===== src/rtl/pk_pkg.sv =====
// Shared types and constants for the Pass-Keeper vault controller.
//   state_e : sequencer states (boot replay, request handling, result output)
//   PK_ERR_*: values reported on err_code
package pk_pkg;

    typedef enum logic [3:0] {
        StBootRd,
        StBootWr,
        StIdle,
        StLookup,
        StCamWait,
        StDec,
        StDecWait,
        StEnc,
        StEncWait,
        StStore,
        StOut
    } state_e;

    localparam logic [1:0] PK_ERR_NONE    = 2'b00;
    localparam logic [1:0] PK_ERR_FULL    = 2'b01;
    localparam logic [1:0] PK_ERR_ENC_TMO = 2'b10;
    localparam logic [1:0] PK_ERR_DEC_TMO = 2'b11;

endpackage


===== src/rtl/pk_watchdog.sv =====
// Encrypt/decrypt watchdog for the vault controller.
//   clk, rst : clock, asynchronous active-high reset
//   clr      : restart the count at zero
//   en       : count this cycle (saturates at all-ones, never wraps)
//   expire   : count has reached TMO_CYC-1
module pk_watchdog #(
    parameter int unsigned TMO_W   = 8,
    parameter int unsigned TMO_CYC = 200
) (
    input  logic clk,
    input  logic rst,
    input  logic clr,
    input  logic en,
    output logic expire
);

    localparam logic [TMO_W-1:0] LAST = TMO_W'(TMO_CYC - 1);

    logic [TMO_W-1:0] cnt_q;

    always_ff @(posedge clk or posedge rst) begin
        if (rst) begin
            cnt_q <= '0;
        end else if (clr) begin
            cnt_q <= '0;
        end else if (en && (cnt_q != '1)) begin
            cnt_q <= cnt_q + TMO_W'(1);
        end
    end

    // Not gated by en: the sequencer only looks at it in the wait states.
    assign expire = (cnt_q == LAST);

endmodule


===== src/rtl/pk_vault_ctrl.sv =====
// Top-level sequencer for the Pass-Keeper vault.
// Replays flash entries 0..max_add into the CAM at boot, then serves requests:
// CAM hit -> decrypt stored password; miss -> encrypt and append to flash + CAM.
//   clk, rst                     : clock, asynchronous active-high reset
//   go, max_add                  : request strobe, last valid flash address at boot
//   cam_valid, match, match_addr : CAM lookup response
//   enc_done, dec_done           : crypto completion pulses
//   cam_start .. start_dec       : datapath strobes (one cycle each)
//   address_out, new_old_sel     : table address and password source select
//   out_reg, done, err, err_code : result load, completion, error pulse and sticky code
//   boot_done, busy              : status levels
// Every output is registered: actions of a state appear in the cycle after that state.
module pk_vault_ctrl
    import pk_pkg::*;
#(
    parameter int unsigned ADDR_W  = 4,
    parameter int unsigned TMO_W   = 8,
    parameter int unsigned TMO_CYC = 200
) (
    input  logic              clk,
    input  logic              rst,
    input  logic              go,
    input  logic [ADDR_W-1:0] max_add,
    input  logic              cam_valid,
    input  logic              match,
    input  logic [ADDR_W-1:0] match_addr,
    input  logic              enc_done,
    input  logic              dec_done,
    output logic              cam_start,
    output logic              cam_write_en,
    output logic              flash_rd_en,
    output logic              flash_wr_en,
    output logic              start_enc,
    output logic              start_dec,
    output logic [ADDR_W-1:0] address_out,
    output logic              new_old_sel,
    output logic              out_reg,
    output logic              done,
    output logic              boot_done,
    output logic              busy,
    output logic              err,
    output logic [1:0]        err_code
);

    localparam logic [ADDR_W:0] TABLE_FULL = {1'b1, {ADDR_W{1'b0}}};

    state_e            state_q, state_d;
    logic [ADDR_W-1:0] addr_q, addr_d;
    logic [ADDR_W-1:0] max_q, max_d;
    logic [ADDR_W:0]   used_q, used_d;

    logic cam_start_d, cam_write_en_d, flash_rd_en_d, flash_wr_en_d;
    logic start_enc_d, start_dec_d, new_old_sel_d, out_reg_d, done_d;
    logic boot_done_d, err_d;
    logic [1:0] err_code_d;
    logic wd_clr, wd_en, wd_expire;

    pk_watchdog #(
        .TMO_W  (TMO_W),
        .TMO_CYC(TMO_CYC)
    ) u_watchdog (
        .clk   (clk),
        .rst   (rst),
        .clr   (wd_clr),
        .en    (wd_en),
        .expire(wd_expire)
    );

    always_comb begin
        state_d        = state_q;
        addr_d         = addr_q;
        max_d          = max_q;
        used_d         = used_q;
        cam_start_d    = 1'b0;
        cam_write_en_d = 1'b0;
        flash_rd_en_d  = 1'b0;
        flash_wr_en_d  = 1'b0;
        start_enc_d    = 1'b0;
        start_dec_d    = 1'b0;
        out_reg_d      = 1'b0;
        done_d         = 1'b0;
        err_d          = 1'b0;
        new_old_sel_d  = new_old_sel;
        boot_done_d    = boot_done;
        err_code_d     = err_code;
        wd_clr         = 1'b0;
        wd_en          = 1'b0;

        unique case (state_q)
            StBootRd: begin
                flash_rd_en_d = 1'b1;
                max_d         = max_add;
                state_d       = StBootWr;
            end
            StBootWr: begin
                cam_write_en_d = 1'b1;
                if (addr_q == max_q) begin
                    used_d      = {1'b0, max_q} + (ADDR_W+1)'(1);
                    boot_done_d = 1'b1;
                    state_d     = StIdle;
                end else begin
                    addr_d  = addr_q + ADDR_W'(1);
                    state_d = StBootRd;
                end
            end
            StIdle: begin
                if (go) state_d = StLookup;
            end
            StLookup: begin
                cam_start_d = 1'b1;
                state_d     = StCamWait;
            end
            StCamWait: begin
                wd_en = 1'b1;
                if (cam_valid) begin
                    if (match) begin
                        addr_d        = match_addr;
                        new_old_sel_d = 1'b0;
                        state_d       = StDec;
                    end else if (used_q == TABLE_FULL) begin
                        // Full check before any address is derived from used_q.
                        err_d      = 1'b1;
                        err_code_d = PK_ERR_FULL;
                        state_d    = StIdle;
                    end else begin
                        addr_d        = used_q[ADDR_W-1:0];
                        new_old_sel_d = 1'b1;
                        state_d       = StEnc;
                    end
                end
            end
            StDec: begin
                start_dec_d = 1'b1;
                wd_clr      = 1'b1;
                state_d     = StDecWait;
            end
            StDecWait: begin
                wd_en = 1'b1;
                // Completion takes priority over a same-cycle expiry.
                if (dec_done) begin
                    state_d = StOut;
                end else if (wd_expire) begin
                    err_d      = 1'b1;
                    err_code_d = PK_ERR_DEC_TMO;
                    state_d    = StIdle;
                end
            end
            StEnc: begin
                start_enc_d = 1'b1;
                wd_clr      = 1'b1;
                state_d     = StEncWait;
            end
            StEncWait: begin
                wd_en = 1'b1;
                if (enc_done) begin
                    state_d = StStore;
                end else if (wd_expire) begin
                    err_d      = 1'b1;
                    err_code_d = PK_ERR_ENC_TMO;
                    state_d    = StIdle;
                end
            end
            StStore: begin
                flash_wr_en_d  = 1'b1;
                cam_write_en_d = 1'b1;
                used_d         = used_q + (ADDR_W+1)'(1);
                state_d        = StOut;
            end
            StOut: begin
                out_reg_d = 1'b1;
                done_d    = 1'b1;
                state_d   = StIdle;
            end
            default: state_d = StIdle;
        endcase
    end

    always_ff @(posedge clk or posedge rst) begin
        if (rst) begin
            state_q      <= StBootRd;
            addr_q       <= '0;
            max_q        <= '0;
            used_q       <= '0;
            cam_start    <= 1'b0;
            cam_write_en <= 1'b0;
            flash_rd_en  <= 1'b0;
            flash_wr_en  <= 1'b0;
            start_enc    <= 1'b0;
            start_dec    <= 1'b0;
            address_out  <= '0;
            new_old_sel  <= 1'b0;
            out_reg      <= 1'b0;
            done         <= 1'b0;
            boot_done    <= 1'b0;
            busy         <= 1'b1;
            err          <= 1'b0;
            err_code     <= PK_ERR_NONE;
        end else begin
            state_q      <= state_d;
            addr_q       <= addr_d;
            max_q        <= max_d;
            used_q       <= used_d;
            cam_start    <= cam_start_d;
            cam_write_en <= cam_write_en_d;
            flash_rd_en  <= flash_rd_en_d;
            flash_wr_en  <= flash_wr_en_d;
            start_enc    <= start_enc_d;
            start_dec    <= start_dec_d;
            // Lags addr_q so the address lines up with the strobes of the same state.
            address_out  <= addr_q;
            new_old_sel  <= new_old_sel_d;
            out_reg      <= out_reg_d;
            done         <= done_d;
            boot_done    <= boot_done_d;
            // Tracks the state being entered, so busy is low exactly while idle.
            busy         <= (state_d != StIdle);
            err          <= err_d;
            err_code     <= err_code_d;
        end
    end

endmodule


===== config.mk =====
export PLATFORM = sky130hd
export DESIGN_NAME = pk_vault_ctrl
export DESIGN_NICKNAME = d
export VERILOG_FILES = /design/src/rtl/pk_pkg.sv /design/src/rtl/pk_watchdog.sv /design/src/rtl/pk_vault_ctrl.sv
export SDC_FILE = /design/constraint.sdc
export NUM_CORES = 1
export LEC_CHECK = 0
export ABC_AREA = 1
export BUFFER_PORTS_ARGS = -buffer_cell sky130_fd_sc_hd__buf_2
export CAP_MARGIN = 20
export CORE_AREA = 5 5 75 104
export DETAILED_ROUTE_END_ITERATION = 12
export DIE_AREA = 0 0 80 109
export MAX_ROUTING_LAYER = met4
export PLACE_DENSITY = 0.48
export SYNTH_ARGS = -nofsm -noshare
export SYNTH_HDL_FRONTEND = slang
export SYNTH_SLANG_ARGS = --single-unit

===== constraint.sdc =====
create_clock -name clk -period 4.9 [get_ports clk]
set_clock_uncertainty 0.1 [all_clocks]
set_input_delay 0.98 -clock clk [delete_from_list [all_inputs] [get_ports clk]]
set_output_delay 0.98 -clock clk [all_outputs]
set_load 0.005 [all_outputs]

==> flow_summary.ini, run 1 <==
[status]
status = completed

[setup_path]
crit_family = flip-flops
critical_path_buf_inv_count = 1
worstPathArrival_ps = 910
crit_chain = buf_2
startpoint_type = register
end_kind = output port
r2r-end = used_q[2]
cp.required_ps = 3820
rr_startpoint = state_q[2]
crit_path_max_fanout = 1
r2r_cells = 8
rrSetupSlack_ps = 3020
crit_path_top_delay_cell = dfstp_2
slowest_delay_ps = 520
crit_type = register to output port

[cells_and_area]
area_growth_syn_to_layout_pct = 17.33
nets = 351
final_area_um2 = 2609
post-route-util_pct = 38.10
mostFrequentLayoutCell = nand2_1
layout-drive-gt1-share_pct = 17.96
antenna_cells = 0
layout_common_cells = nand2_1, dfrtp_1, inv_1

[job]
cap_viol_max_count = 0

[logic_synthesis]
synth_compound_area_share_pct = 8.160
ys_warn_count = 0
yosys_most_used_dff = dfrtp_1
synth_top_family_by_area = simple AND/OR/NAND/NOR gates
muxShareOfSynthArea_pct = 0
synthAdderAreaFrac_pct = 1.688
syn-num-nets = 312
ys_seq_area_share_pct = 47.33
synth-async-reset-ratio_pct = 100.0
synth_area_leaders = dfrtp_1, nand2_1, inv_1
synth_top_area_cell = dfrtp_1
synth_cell_types = 28
synth_area_per_cell_um2 = 7.563
synth_seq_cells = 42
synth_edf_count = 0
synthCells = 294
synthSimpleGateAreaFrac_pct = 33.37
syn-cell-area_um2 = 2223
yosysTopAreaCellShare_pct = 46.15
synthXorXnorAreaFrac_pct = 1.970

[clock_tree]
clk_path_buf_depth = 2
cts_htree_levels = 2
post_cts_buffers = 0
cts_tree = done
post_cts_resized = 0
ctsRootBufferMaster = clkbuf_8
clk_pin_slew_worst_paths_ps = 80
hold_buffers = 0
cts_inserted_buffers = 5
insertion_delay_ps = 290
cts.sinks = 42

[routing]
firstDrtPassIters = 4
drt_wl_total_mm = 5.461
drt_iter0_markers = 66
viasPerCell = 4.552
ant_nets = 0
drc = 0
wl_per_cell_um = 12.73
vias = 1953

[die]
ioPinCount = 33
initial_core_util_pct = 32.47
fp.dieArea_um2 = 8720
rows = 36
dieHeight_um = 109
die_x_um = 80
design.core.area_um2 = 6847

[place]
placement.cell_area_um2 = 2502
gp_congestion = 0.9081
portBuffers = 32
post-dp-hpwl_mm = 4.258

[sta]
timing.final.crit_period_ps = 1988
maxSlewViolCount = 0
fin_hold_ws_ps = 328.3
hold_violations = 0
fmax_mhz = 503.0
tns_ps = 0
slew_headroom_pct = 64.26
finalSetupViolations = 0
grt_setup_unrepaired = false
period_share_pct = 40.57
worstMarginPinSlew_ps = 536.1

[global_route]
grt_pass1_vias = 1964
antenna_found_initial = 0
grt_max_degree = 43
track_usage_pct = 14.06
grt_overflow = 0
grt_first_pass_wirelength_mm = 9.190

[power_and_ir_drop]
p_per_area_nw_per_um2 = 575.8
ir_drop_v = 0.0002004
leakagePower_nw = 1.375

[worst_hold_path]
hp-start = addr_q[3]
min_path_type = register to register
min_to = address_out[3]
holdPathStages = 0
layout make-up:
cell class / count / area, µm²
Fill cell: 762 / 4238
Tap cell: 95 / 118.9
Inverter: 41 / 158.9
Multi-Input combinational cell: 210 / 1005
Clock inverter: 1 / 30.03
Timing Repair Buffer: 33 / 167.7
Sequential cell: 42 / 1052
Clock buffer: 7 / 76.32
per-stage QoR:
step | worst slack [ps] | power (W) | cells
global placement | 2708 | 0.001244 | 421
detailed placement | 2672 | 0.001249 | 421
CTS | 2889 | 0.001528 | 429
finish | 2912 | 0.001502 | 429
floorplan | 2847 | 0.001037 | 294
global route | 2809 | 0.001652 | 429
worst max-delay path by stage:
stage	startpoint	endpoint	slack, ps	cells past startpoint
global placement	match	busy	2710	7
global route	match	busy	2810	7
floorplan	rst	addr_q[0]	2850	1
finish	busy	busy	2910	1
detailed placement	match	busy	2670	7
CTS	busy	busy	2890	1
state kept, by name (all words and copies together) (netlist names), 2 cells and up:
signal            flops
used_q                5
u_watchdog.cnt_q      8
max_q                 4
state_q               4
addr_q                4
err_code              2
address_out           4
power by group:
part	total [W]	internal, W	leakage [nW]	switching, W
clock network	0.000271	0.000153	0.0524	0.000118
registers	0.000578	0.000473	0.543	0.000105
logic	0.000654	0.000227	0.779	0.000427
total	0.00150	0.000853	1.37	0.000649
layer usage:
metal	vias to the layer above	wire length, µm	track usage [%]
met2	30	2837	25.18
met4	0	164	5.918
li1	1012	-	-
met5	-	0	-
met1	901	2288	14.98
met3	10	169	2.645
cell usage after synthesis, types with 3 or more instances:
master,count
a21oi_1,5
dfrtp_1,41
ha_1,3
inv_1,35
inv_2,5
nand2_1,89
nand2_2,6
nand3_1,25
nand4_1,6
nor2_1,29
nor2_2,4
o21ai_0,21
o21ai_1,3
xor2_1,5
cells by family after synthesis:
kind of cell | Yosys count
flops | 42
compound gates | 34
buf+inv | 42
simple gates | 168
fa+ha+maj | 3
xor+xnor | 5
Power figures use the tool's default switching activity.
==> inputs of run 2 (changes only) <==
--- a/config.mk
+++ b/config.mk
@@ -5,12 +5,12 @@
 export SDC_FILE = /design/constraint.sdc
 export NUM_CORES = 1
 export LEC_CHECK = 0
-export ABC_AREA = 1
+export ABC_AREA = 0
 export BUFFER_PORTS_ARGS = -buffer_cell sky130_fd_sc_hd__buf_2
 export CAP_MARGIN = 20
-export CORE_AREA = 5 5 75 104
+export CORE_AREA = 5 5 73 102
 export DETAILED_ROUTE_END_ITERATION = 12
-export DIE_AREA = 0 0 80 109
+export DIE_AREA = 0 0 78 107
 export MAX_ROUTING_LAYER = met4
 export PLACE_DENSITY = 0.48
 export SYNTH_ARGS = -nofsm -noshare
==> constraint.sdc (replaced) <==
create_clock -name clk -period 1.9 [get_ports clk]
set_clock_uncertainty 0.1 [all_clocks]
set_input_delay 0.38 -clock clk [delete_from_list [all_inputs] [get_ports clk]]
set_output_delay 0.38 -clock clk [all_outputs]
set_load 0.005 [all_outputs]
==> flow_summary.ini, run 2 <==
[routing]
ant_nets = 0
drt_iter0_markers = 41
drt_wl_total_mm = 5.779
viasPerCell = 4.936
vias = 1841
drc = 0
firstDrtPassIters = 4
wl_per_cell_um = 15.49

[sta]
maxSlewViolCount = 0
finalSetupViolations = 17
period_share_pct = 120.9
fin_hold_ws_ps = 121.3
hold_violations = 0
worstMarginPinSlew_ps = 560.9
timing.final.crit_period_ps = 2297
slew_headroom_pct = 62.60
fmax_mhz = 435.3
grt_setup_unrepaired = true
fin_ws_ps = -397.5

[clock_tree]
cts_htree_levels = 2
cts_inserted_buffers = 5
cts_tree = done
clk_path_buf_depth = 2
insertion_delay_ps = 290
ctsRootBufferMaster = clkbuf_8
cts.sinks = 42
clk_pin_slew_worst_paths_ps = 90

[cells_and_area]
top_register = u_watchdog.cnt_q
final_area_um2 = 3217
n_fill_cell = 615
antenna_cells = 0
post-route-util_pct = 49.97
mostFrequentLayoutCell = buf_4
top_regs = u_watchdog.cnt_q x8, used_q x5
largest_reg_flops = 8
layout_common_cells = buf_4, dfrtp_1, buf_2
nets = 316
area_growth_syn_to_layout_pct = 52.04
layout-drive-gt1-share_pct = 51.17

[logic_synthesis]
synth_cell_types = 52
synth_area_leaders = dfrtp_1, mux2_2, xor2_1
yosys-top-cells-count = dfrtp_1, nor2_1, nand2_1
synth_edf_count = 0
syn-cell-area_um2 = 2116
synthCells = 199
synth-async-reset-ratio_pct = 100.0
synth_area_per_cell_um2 = 10.63
ys_seq_area_share_pct = 49.73
syn-num-nets = 217
synth_seq_cells = 42
yosysMostFrequentCell = dfrtp_1
yosysTopAreaCellShare_pct = 48.49
synth_top_area_cell = dfrtp_1
ys_warn_count = 0
yosys_most_used_dff = dfrtp_1

[die]
initial_core_util_pct = 32.87
rows = 35
design.core.area_um2 = 6437
die_x_um = 78
fp.dieArea_um2 = 8346
ioPinCount = 33
dieHeight_um = 107

[place]
post-dp-hpwl_mm = 4.121
placement.cell_area_um2 = 2865
gp_congestion = 0.7717
portBuffers = 32
dpl_worst_slack_ps = -410.5

[status]
failed_checks = setup timing
status = finished with violations

[setup_path]
startpoint_type = register
end_kind = register
crit_type = register to register
worstPathArrival_ps = 2410
crit_path_max_fanout = 2
r2r_cells = 5
cp.required_ps = 2010

[global_route]
antenna_found_initial = 0
grt_pass1_vias = 1917
grt_max_degree = 43
grt_overflow = 0
track_usage_pct = 14.64
grt_first_pass_wirelength_mm = 9.459

[power_and_ir_drop]
ir_drop_v = 0.0005421
leakagePower_nw = 1.539
p_total_w = 0.004826
p_per_area_nw_per_um2 = 1500

[worst_hold_path]
min_path_type = input pin to asynchronous set/reset pin

[job]
cap_viol_max_count = 0
run 2: critical path, cell delays in order (launching register included):
cell and delay, ps:
dfrtp_1 380, or4b_4 540, or3b_4 410, a22oi_2 190
o32ai_1 110, or4b_1 490
run 2: area by class of cell:
class	count	area, µm²	share of cell area (%)
clock inverter	2	12.51	0.3890
tap	74	92.59	2.878
timing repair buffer	102	728.2	22.64
multi-input combinational	144	1235	38.39
sequential	42	1055	32.79
clock buffer	6	82.58	2.567
inverter	3	11.26	0.3501
run 2: metrics by stage:
| step | instances | TNS (ps) |
|---|---|---|
| final | 373 | -2443 |
| after global routing | 373 | -3810 |
| after CTS | 367 | -2586 |
| after detailed placement | 357 | -3330 |
| after global placement | 357 | -3107 |
| after floorplan | 199 | -1928 |
run 2: cell families (layout without fill, tap and decap cells):
logic type / count (synthesis) / after routing / synth area share [%]
and+or+nand+nor: 76 / 76 / 20.52
buffers and inverters: 13 / 113 / 2.543
adders and majority gates: 3 / 3 / 1.774
AOI/OAI and AO/OA: 36 / 36 / 11.71
DFF: 42 / 42 / 49.73
muxes: 18 / 18 / 9.166
xor gates and xnor gates: 11 / 11 / 4.553
run 2: what timing repair did:
item	4_1_cts	5_1_grt
pin swaps	13	18
hold buffers	0	0
buffers inserted	3	6
setup endpoints to repair	19	22
resized for setup	24	21
hold endpoints to repair	0	0
run 2: power by group:
| group | total, W | internal (W) | switching [W] |
|---|---|---|---|
| clock network | 0.000619 | 0.000293 | 0.000326 |
| logic | 0.00277 | 0.00151 | 0.00127 |
| registers | 0.00143 | 0.00123 | 0.000200 |
| total | 0.00483 | 0.00303 | 0.00179 |
run 2: path summary, 6_finish.rpt:
check / startpoint / end / slack, ps
max in group asynchronous: rst / state_q[2] / 1170
max reg2reg: used_q[3] / busy / -400
min: rst / addr_q[0] / 120
min reg2reg: boot_done / boot_done / 360
min in group clk: max_add[3] / max_q[3] / 220
max: used_q[3] / busy / -400
run 2: metal layers:
layer	vias to the layer above	global-route usage, %	part of all wire [%]
met5	-	-	0
met4	0	4.348	1.4
met3	7	2.773	3.1
met2	29	25.21	54
met1	882	17.27	41
li1	923	-	-
